**src/rtl/imem_loader_pkg.sv**
```systemverilog
// imem_loader_pkg: shared sizes and FSM state encodings for the IMem loader.
//   IMEM_SIZE_DEF  default instruction memory depth in 32-bit words
//   CNT_W_DEF      default width of the frame word-count field
//   S_*            FSM state encodings
//   rx_state()     true in states that accept a byte
package imem_loader_pkg;
    localparam int IMEM_SIZE_DEF = 256;
    localparam int CNT_W_DEF = 16;
    localparam logic [2:0] S_IDLE   = 3'd0;
    localparam logic [2:0] S_LEN_HI = 3'd1;
    localparam logic [2:0] S_LEN_LO = 3'd2;
    localparam logic [2:0] S_DATA   = 3'd3;
    localparam logic [2:0] S_WRITE  = 3'd4;
    localparam logic [2:0] S_CSUM   = 3'd5;
    localparam logic [2:0] S_DONE   = 3'd6;
    localparam logic [2:0] S_ERR    = 3'd7;
    function automatic logic rx_state(input logic [2:0] s);
        return s inside {S_LEN_HI, S_LEN_LO, S_DATA, S_CSUM};
    endfunction
endpackage

```
**src/rtl/imem_loader_if.sv**
```systemverilog
// imem_loader_if: byte-stream receive handshake plus IMem write port.
//   RX_DATA/RX_VALID/RX_READY  byte stream, transfer = RX_VALID & RX_READY
//   LOAD_WE/LOAD_ADDR/LOAD_INS IMem write strobe, byte address, instruction word
//   master: the loader side, slave: the environment (receiver + IMem)
interface imem_loader_if;
    logic [7:0]  RX_DATA;
    logic        RX_VALID;
    logic        RX_READY;
    logic        LOAD_WE;
    logic [31:0] LOAD_ADDR;
    logic [31:0] LOAD_INS;
    modport master (input RX_DATA, RX_VALID, output RX_READY, LOAD_WE, LOAD_ADDR, LOAD_INS);
    modport slave (output RX_DATA, RX_VALID, input RX_READY, LOAD_WE, LOAD_ADDR, LOAD_INS);
endinterface

```
**src/rtl/imem_loader_word_asm.sv**
```systemverilog
// imem_loader_word_asm: assembles four bytes, MSB first, into a 32-bit word.
//   CLK, RST_N  clock, synchronous active-low reset
//   clr         restart assembly at byte 0
//   shift       accept byte_in
//   byte_in     incoming byte
//   word_next   word formed by the held bytes plus byte_in
//   word_ready  byte_in completes a word this cycle
module imem_loader_word_asm (
    input  logic        CLK,
    input  logic        RST_N,
    input  logic        clr,
    input  logic        shift,
    input  logic [7:0]  byte_in,
    output logic [31:0] word_next,
    output logic        word_ready
);
    logic [23:0] sr;
    logic [1:0]  cnt;
    assign word_next = {sr, byte_in};
    assign word_ready = shift && cnt == 2'd3;
    always_ff @(posedge CLK) begin
        if (!RST_N || clr) begin
            sr  <= '0;
            cnt <= '0;
        end else if (shift) begin
            sr  <= word_next[23:0];
            cnt <= cnt + 2'd1;
        end
    end
endmodule

```
**src/rtl/imem_loader.sv**
```systemverilog
// imem_loader: frames a byte stream into IMem writes and holds the core in reset while loading.
//   CLK, RST_N  clock, synchronous active-low reset
//   START       arm a new load (honoured in IDLE, DONE or ERR)
//   bus         receive handshake and IMem write port (master side)
//   CPU_RST     core reset request, high while a frame is loading or rejected
//   DONE, ERR   sticky frame outcome, cleared by START or reset
module imem_loader
    import imem_loader_pkg::*;
#(
    parameter int IMEM_SIZE = IMEM_SIZE_DEF,
    parameter int CNT_W = CNT_W_DEF
) (
    input  logic         CLK,
    input  logic         RST_N,
    input  logic         START,
    imem_loader_if.master bus,
    output logic         CPU_RST,
    output logic         DONE,
    output logic         ERR
);
    logic [2:0]       state;
    logic [CNT_W-1:0] n;
    logic [CNT_W-1:0] idx;
    logic [CNT_W-1:0] n_next;
    logic [7:0]       xsum;
    logic             acc;
    logic             arm;
    logic [31:0]      word_next;
    logic             word_ready;
    assign bus.RX_READY = rx_state(state);
    assign bus.LOAD_WE = state == S_WRITE;
    assign acc = bus.RX_VALID && rx_state(state);
    assign arm = START && state inside {S_IDLE, S_DONE, S_ERR};
    assign n_next = {n[CNT_W-9:0], bus.RX_DATA};
    imem_loader_word_asm u_asm (
        .CLK       (CLK),
        .RST_N     (RST_N),
        .clr       (arm),
        .shift     (acc && state == S_DATA),
        .byte_in   (bus.RX_DATA),
        .word_next (word_next),
        .word_ready(word_ready)
    );
    always_ff @(posedge CLK) begin
        if (!RST_N) begin
            state         <= S_IDLE;
            n             <= '0;
            idx           <= '0;
            xsum          <= '0;
            bus.LOAD_ADDR <= '0;
            bus.LOAD_INS  <= '0;
            CPU_RST       <= 1'b0;
            DONE          <= 1'b0;
            ERR           <= 1'b0;
        end else begin
            // the checksum byte itself never enters the accumulator
            if (acc && state != S_CSUM) xsum <= xsum ^ bus.RX_DATA;
            case (state)
                S_IDLE, S_DONE, S_ERR: if (START) begin
                    state   <= S_LEN_HI;
                    DONE    <= 1'b0;
                    ERR     <= 1'b0;
                    CPU_RST <= 1'b1;
                    idx     <= '0;
                    xsum    <= '0;
                end
                S_LEN_HI: if (acc) begin
                    n     <= CNT_W'(bus.RX_DATA);
                    state <= S_LEN_LO;
                end
                S_LEN_LO: if (acc) begin
                    n <= n_next;
                    if (n_next > CNT_W'(IMEM_SIZE)) begin
                        state <= S_ERR;
                        ERR   <= 1'b1;
                    end else begin
                        state <= n_next == '0 ? S_CSUM : S_DATA;
                    end
                end
                // capture the write payload on the 4th byte so it is stable during WRITE
                S_DATA: if (word_ready) begin
                    state         <= S_WRITE;
                    bus.LOAD_INS  <= word_next;
                    bus.LOAD_ADDR <= {{(30-CNT_W){1'b0}}, idx, 2'b00};
                end
                S_WRITE: begin
                    idx   <= idx + 1'b1;
                    state <= idx + 1'b1 == n ? S_CSUM : S_DATA;
                end
                S_CSUM: if (acc) begin
                    if (bus.RX_DATA == xsum) begin
                        state   <= S_DONE;
                        DONE    <= 1'b1;
                        CPU_RST <= 1'b0;
                    end else begin
                        state <= S_ERR;
                        ERR   <= 1'b1;
                    end
                end
                default: state <= S_IDLE;
            endcase
        end
    end
endmodule

```
**src/flat_wrapper.sv**
```systemverilog
// flat-port wrapper written by rule: the top's interface ports become plain ports
module imem_loader_flat import imem_loader_pkg::*;
#(
    parameter int IMEM_SIZE = IMEM_SIZE_DEF,
    parameter int CNT_W = CNT_W_DEF
)
  (CLK, RST_N, START, CPU_RST, DONE, ERR, bus_RX_DATA, bus_RX_VALID, bus_RX_READY, bus_LOAD_WE, bus_LOAD_ADDR, bus_LOAD_INS);
  imem_loader_if bus_i ();
  input  logic CLK;
  input  logic RST_N;
  input  logic START;
  output logic CPU_RST;
  output logic DONE;
  output logic ERR;
  input wire logic [$bits(bus_i.RX_DATA)-1:0] bus_RX_DATA;
  input wire logic [$bits(bus_i.RX_VALID)-1:0] bus_RX_VALID;
  output wire logic [$bits(bus_i.RX_READY)-1:0] bus_RX_READY;
  output wire logic [$bits(bus_i.LOAD_WE)-1:0] bus_LOAD_WE;
  output wire logic [$bits(bus_i.LOAD_ADDR)-1:0] bus_LOAD_ADDR;
  output wire logic [$bits(bus_i.LOAD_INS)-1:0] bus_LOAD_INS;
  assign bus_i.RX_DATA = bus_RX_DATA;
  assign bus_i.RX_VALID = bus_RX_VALID;
  assign bus_RX_READY = bus_i.RX_READY;
  assign bus_LOAD_WE = bus_i.LOAD_WE;
  assign bus_LOAD_ADDR = bus_i.LOAD_ADDR;
  assign bus_LOAD_INS = bus_i.LOAD_INS;
  imem_loader #(.IMEM_SIZE(IMEM_SIZE), .CNT_W(CNT_W)) u_core (.CLK(CLK), .RST_N(RST_N), .START(START), .bus(bus_i), .CPU_RST(CPU_RST), .DONE(DONE), .ERR(ERR));
endmodule
```
**config.mk**
```make
export PLATFORM = sky130hd
export DESIGN_NAME = imem_loader_flat
export DESIGN_NICKNAME = d
export VERILOG_FILES = /design/src/rtl/imem_loader_pkg.sv /design/src/rtl/imem_loader_if.sv /design/src/rtl/imem_loader_word_asm.sv /design/src/rtl/imem_loader.sv /design/src/flat_wrapper.sv
export SDC_FILE = /design/constraint.sdc
export NUM_CORES = 1
export LEC_CHECK = 0
export CELL_PAD_IN_SITES_DETAIL_PLACEMENT = 1
export CELL_PAD_IN_SITES_GLOBAL_PLACEMENT = 1
export CORE_UTILIZATION = 41
export DETAILED_ROUTE_END_ITERATION = 8
export PLACE_DENSITY_LB_ADDON = 0.05
export SYNTH_ARGS = -nofsm -noshare
export SYNTH_HDL_FRONTEND = slang
export SYNTH_SLANG_ARGS = --single-unit
```
**constraint.sdc**
```tcl
create_clock -name CLK -period 2.6 [get_ports CLK]
set_input_delay 0.52 -clock CLK [delete_from_list [all_inputs] [get_ports CLK]]
set_output_delay 0.52 -clock CLK [all_outputs]
set_load 0.01 [all_outputs]
```
==> flow_summary.yaml <==
setup_path:
  cp_top_family: "flip-flops"
  cp_data_required_time_ns: 2.08
  critPathMaxStageDelay_ns: 0.62
  critPathSlowestCell: "dfxtp_1"
  arrival_ns: 2.02
  crit_buf_inv: 1
  reg2reg_slack_ns: 0.21
  crit_type: "reg2out"
  start_kind: "flop"
  path_max_fanout: 14
  r2r-start: "u_core.idx[0]$_SDFFE_PN0P_"
  rr_worst_depth: 7
  crit_chain: "nor2b_1 > or2_2 > clkdlybuf4s50_1"
  reg2reg_to: "u_core.state[1]$_SDFFE_PN0P_"
  endpoint_kind: "output port"
clock_network:
  numCtsBuffers: 17
  cts_resized: 1
  clock_path_buffers: 2
  htree_levels: 4
  clk_latency_ns: 0.42
  cts_hold_buf: 0
  cts_setup_buffers: 0
  clockRootBuffer: "clkbuf_16"
  clk_pin_slew_ns: 0.06
  cts_tree: "yes"
  clock-sinks: 120
global_routing:
  grt_pass1_wl_um: 26400
  overflow: 0
  grt_pass1_vias: 5152
  grt_antenna_before_repair: 0
  grt_max_degree: 49
  grt_usage_pct: 23.8
sta:
  finalHoldViolations: 0
  period_needed_ns: 2.54
  whs_ns: 0.457
  setup_viol: 0
  period_share_pct: 97.6
  timing_worst_slew_pin_value_ns: 0.527
  drv_slew: 0
  rsz0062_at_grt: "no"
  fin_tns_setup_ns: 0
  max_freq_mhz: 394
  slew_headroom_pct: 64.9
  skew_ns: 0.00731
pwr:
  clock_power_share_pct: 42.6
  intPower_mw: 3.82
  seq_power_share_pct: 38.3
  ir_worst_vdd_uv: 507
  power_switching_mw: 1.62
  combPwrFrac_pct: 19.1
  power.total_mw: 5.43
  p_leak_nw: 2.55
  p_sw_share_pct: 29.8
  powerDensity_nw_per_um2: 764
logic_synthesis:
  yosys.area_share.simple_pct: 24.4
  synth_xor_area_share_pct: 6.41
  async_flop_share_pct: 0
  synth_top_family_by_area: "simple AND/OR/NAND/NOR gates"
  synth_area_per_cell_sq_um: 8.13
  synth-compound-area-share_pct: 18.1
  yosysSeqAreaShare_pct: 42.3
  yosysMostFrequentCell: "nand2_1"
  yosys-top-cells-area: "dfxtp_1 (42%), nand2_1 (12%), a21boi_0 (7.3%)"
  netlist.top_cell.by_area: "dfxtp_1"
  synth_cells: 699
  synth_top_area_share_pct: 42.3
  synthAdderAreaFrac_pct: 0.440
  synth-seq-cells: 120
  yosys-top-cells-count: "nand2_1 (180), dfxtp_1 (120), a21boi_0 (55), a21oi_1 (38), clkbuf_1 (29)"
  synth.area.mux_share_pct: 1.61
  yosysUniqueCellTypes: 59
  ys.flop_type: "dfxtp_1"
  ys.warnings.count: 0
  synth_edf_count: 0
  syn_area_sq_um: 5680
layout:
  n_antenna_cell: 0
  layout.nets: 776
  final.fill_count: 1607
  final_layout_size_suffix_gt1_share_pct: 9.81
  syn_to_final_growth_pct: 25.1
  finalNonFillerCells: 951
placed_design:
  routabilityCongestion: 0.829
  dp_hpwl_um: 11100
  portBuffers: 64
  dpl.cell_count: 919
drt:
  firstDrtPassIters: 4
  first_iter_violations: 170
  via_per_inst: 5.31
  totalWireLength_um: 16100
  antenna_left: 0
  dr_total_vias: 5053
  drc: 0
  wl_per_cell_um: 16.9
hold_path:
  worstHoldPathType: "reg2reg"
  whs_path_depth: 2
  hp-start: "u_core.u_asm.sr[16]$_SDFFE_PP0P_"
  min_to: "u_core.u_asm.sr[16]$_SDFFE_PP0P_"
die:
  io-pin-count: 81
  start_util_pct: 42.4
  coreArea_sq_um: 13400
  die_w_um: 120
  design.die.area_sq_um: 14300
  rows: 42
  die_y_um: 120
job:
  drv_cap: 0
status:
  outcome: "complete, no violations"
[worst register-to-register path: stages (launching register included)]
cell       delay, ns
dfxtp_1         0.33
ha_1            0.30
and3_1          0.31
nand2_2         0.14
o41ai_1         0.41
o211ai_1        0.19
a2111oi_2       0.40
a41oi_1         0.17
[state kept, by name (all words and copies together) (netlist names)]
name	count
u_core.bus.LOAD_INS	32
u_core.state	3
u_core.n	16
u_core.idx	16
u_core.CPU_RST	1
u_core.u_asm.sr	24
u_core.xsum	8
u_core.u_asm.cnt	2
u_core.ERR	1
u_core.DONE	1
u_core.bus.LOAD_ADDR	16
[per-layer routing]
layer  GRT usage (%)  part of all wire (%)
met3            5.47                   3.8
met1            28.9                    45
met5               0                     0
met4            10.5                   2.7
met2            40.1                    49
[logic make-up after synthesis]
| kind of cell | count (synthesis) |
|---|---|
| muxes | 9 |
| xor gates and xnor gates | 40 |
| AOI/OAI and AO/OA | 152 |
| and+or+nand+nor | 300 |
| adders and majority gates | 2 |
| DFF | 120 |
| buffers and inverters | 75 |
| other | 1 |
[per-stage QoR]
stage	instance area, sq um	setup WS (ns)	util (%)
finish	7110	0.0616	53.1
global placement	6520	0.208	48.7
floorplan	5740	0.439	-
CTS	7110	0.0666	53.0
detailed placement	6520	0.00966	48.7
global route	7110	0.00977	53.1
[cells in the final DEF (no fill, tap or decap), drive strengths merged, types with 3 or more instances in the layout]
master / Yosys / final
o21ai: 19 / 19
nor2: 22 / 22
buf: 40 / 35
nand4: 10 / 10
a21boi: 55 / 55
nor3: 11 / 11
xor2: 19 / 19
inv: 6 / 8
and3: 5 / 5
a21oi: 38 / 38
a22oi: 12 / 12
clkbuf: 29 / 21
nand3: 13 / 13
xnor2: 20 / 20
o211ai: 3 / 3
or3: 4 / 4
conb: 1 / 16
a31oi: 3 / 3
nand3b: 4 / 4
nand2: 181 / 181
o211a: 3 / 3
mux2i: 8 / 8
nor4: 7 / 7
o31ai: 3 / 3
clkdlybuf4s50: 0 / 63
and2: 7 / 7
dfxtp: 120 / 120
clkinv: 0 / 5
nor2b: 28 / 28
[worst max-delay path by stage]
stage,end,from,depth (start not counted)
final,bus_RX_READY,u_core.state[0]$_SDFFE_PN0P_,3
after global routing,bus_RX_READY,u_core.state[0]$_SDFFE_PN0P_,3
after CTS,bus_RX_READY,u_core.state[0]$_SDFFE_PN0P_,3
after detailed placement,u_core.state[1]$_SDFFE_PN0P_,bus_RX_DATA[4],7
after global placement,u_core.state[1]$_SDFFE_PN0P_,bus_RX_DATA[4],7
after floorplan,u_core.state[1]$_SDFFE_PN0P_,u_core.idx[1]$_SDFFE_PN0P_,8
[cell type report]
cell class	instances	area, sq um	share of cell area, %
Clock inverter	11	121	1.71
Inverter	6	22.5	0.317
Multi-Input combinational cell	519	2950	41.5
Clock buffer	21	460	6.48
Timing Repair Buffer	98	928	13.1
Sequential cell	120	2410	33.8
Tap cell	176	220	3.10
[power by group through the flow]
stage	Sequential [mW]	Clock, mW	Combinational [mW]
after global routing	2.09	2.44	1.15
after global placement	2.11	0	1.00
final	2.08	2.31	1.03
after detailed placement	2.11	0	1.03
after CTS	2.07	2.36	1.04
after floorplan	2.03	0	0.755
No activity file was read; power rests on OpenSTA's default activity.
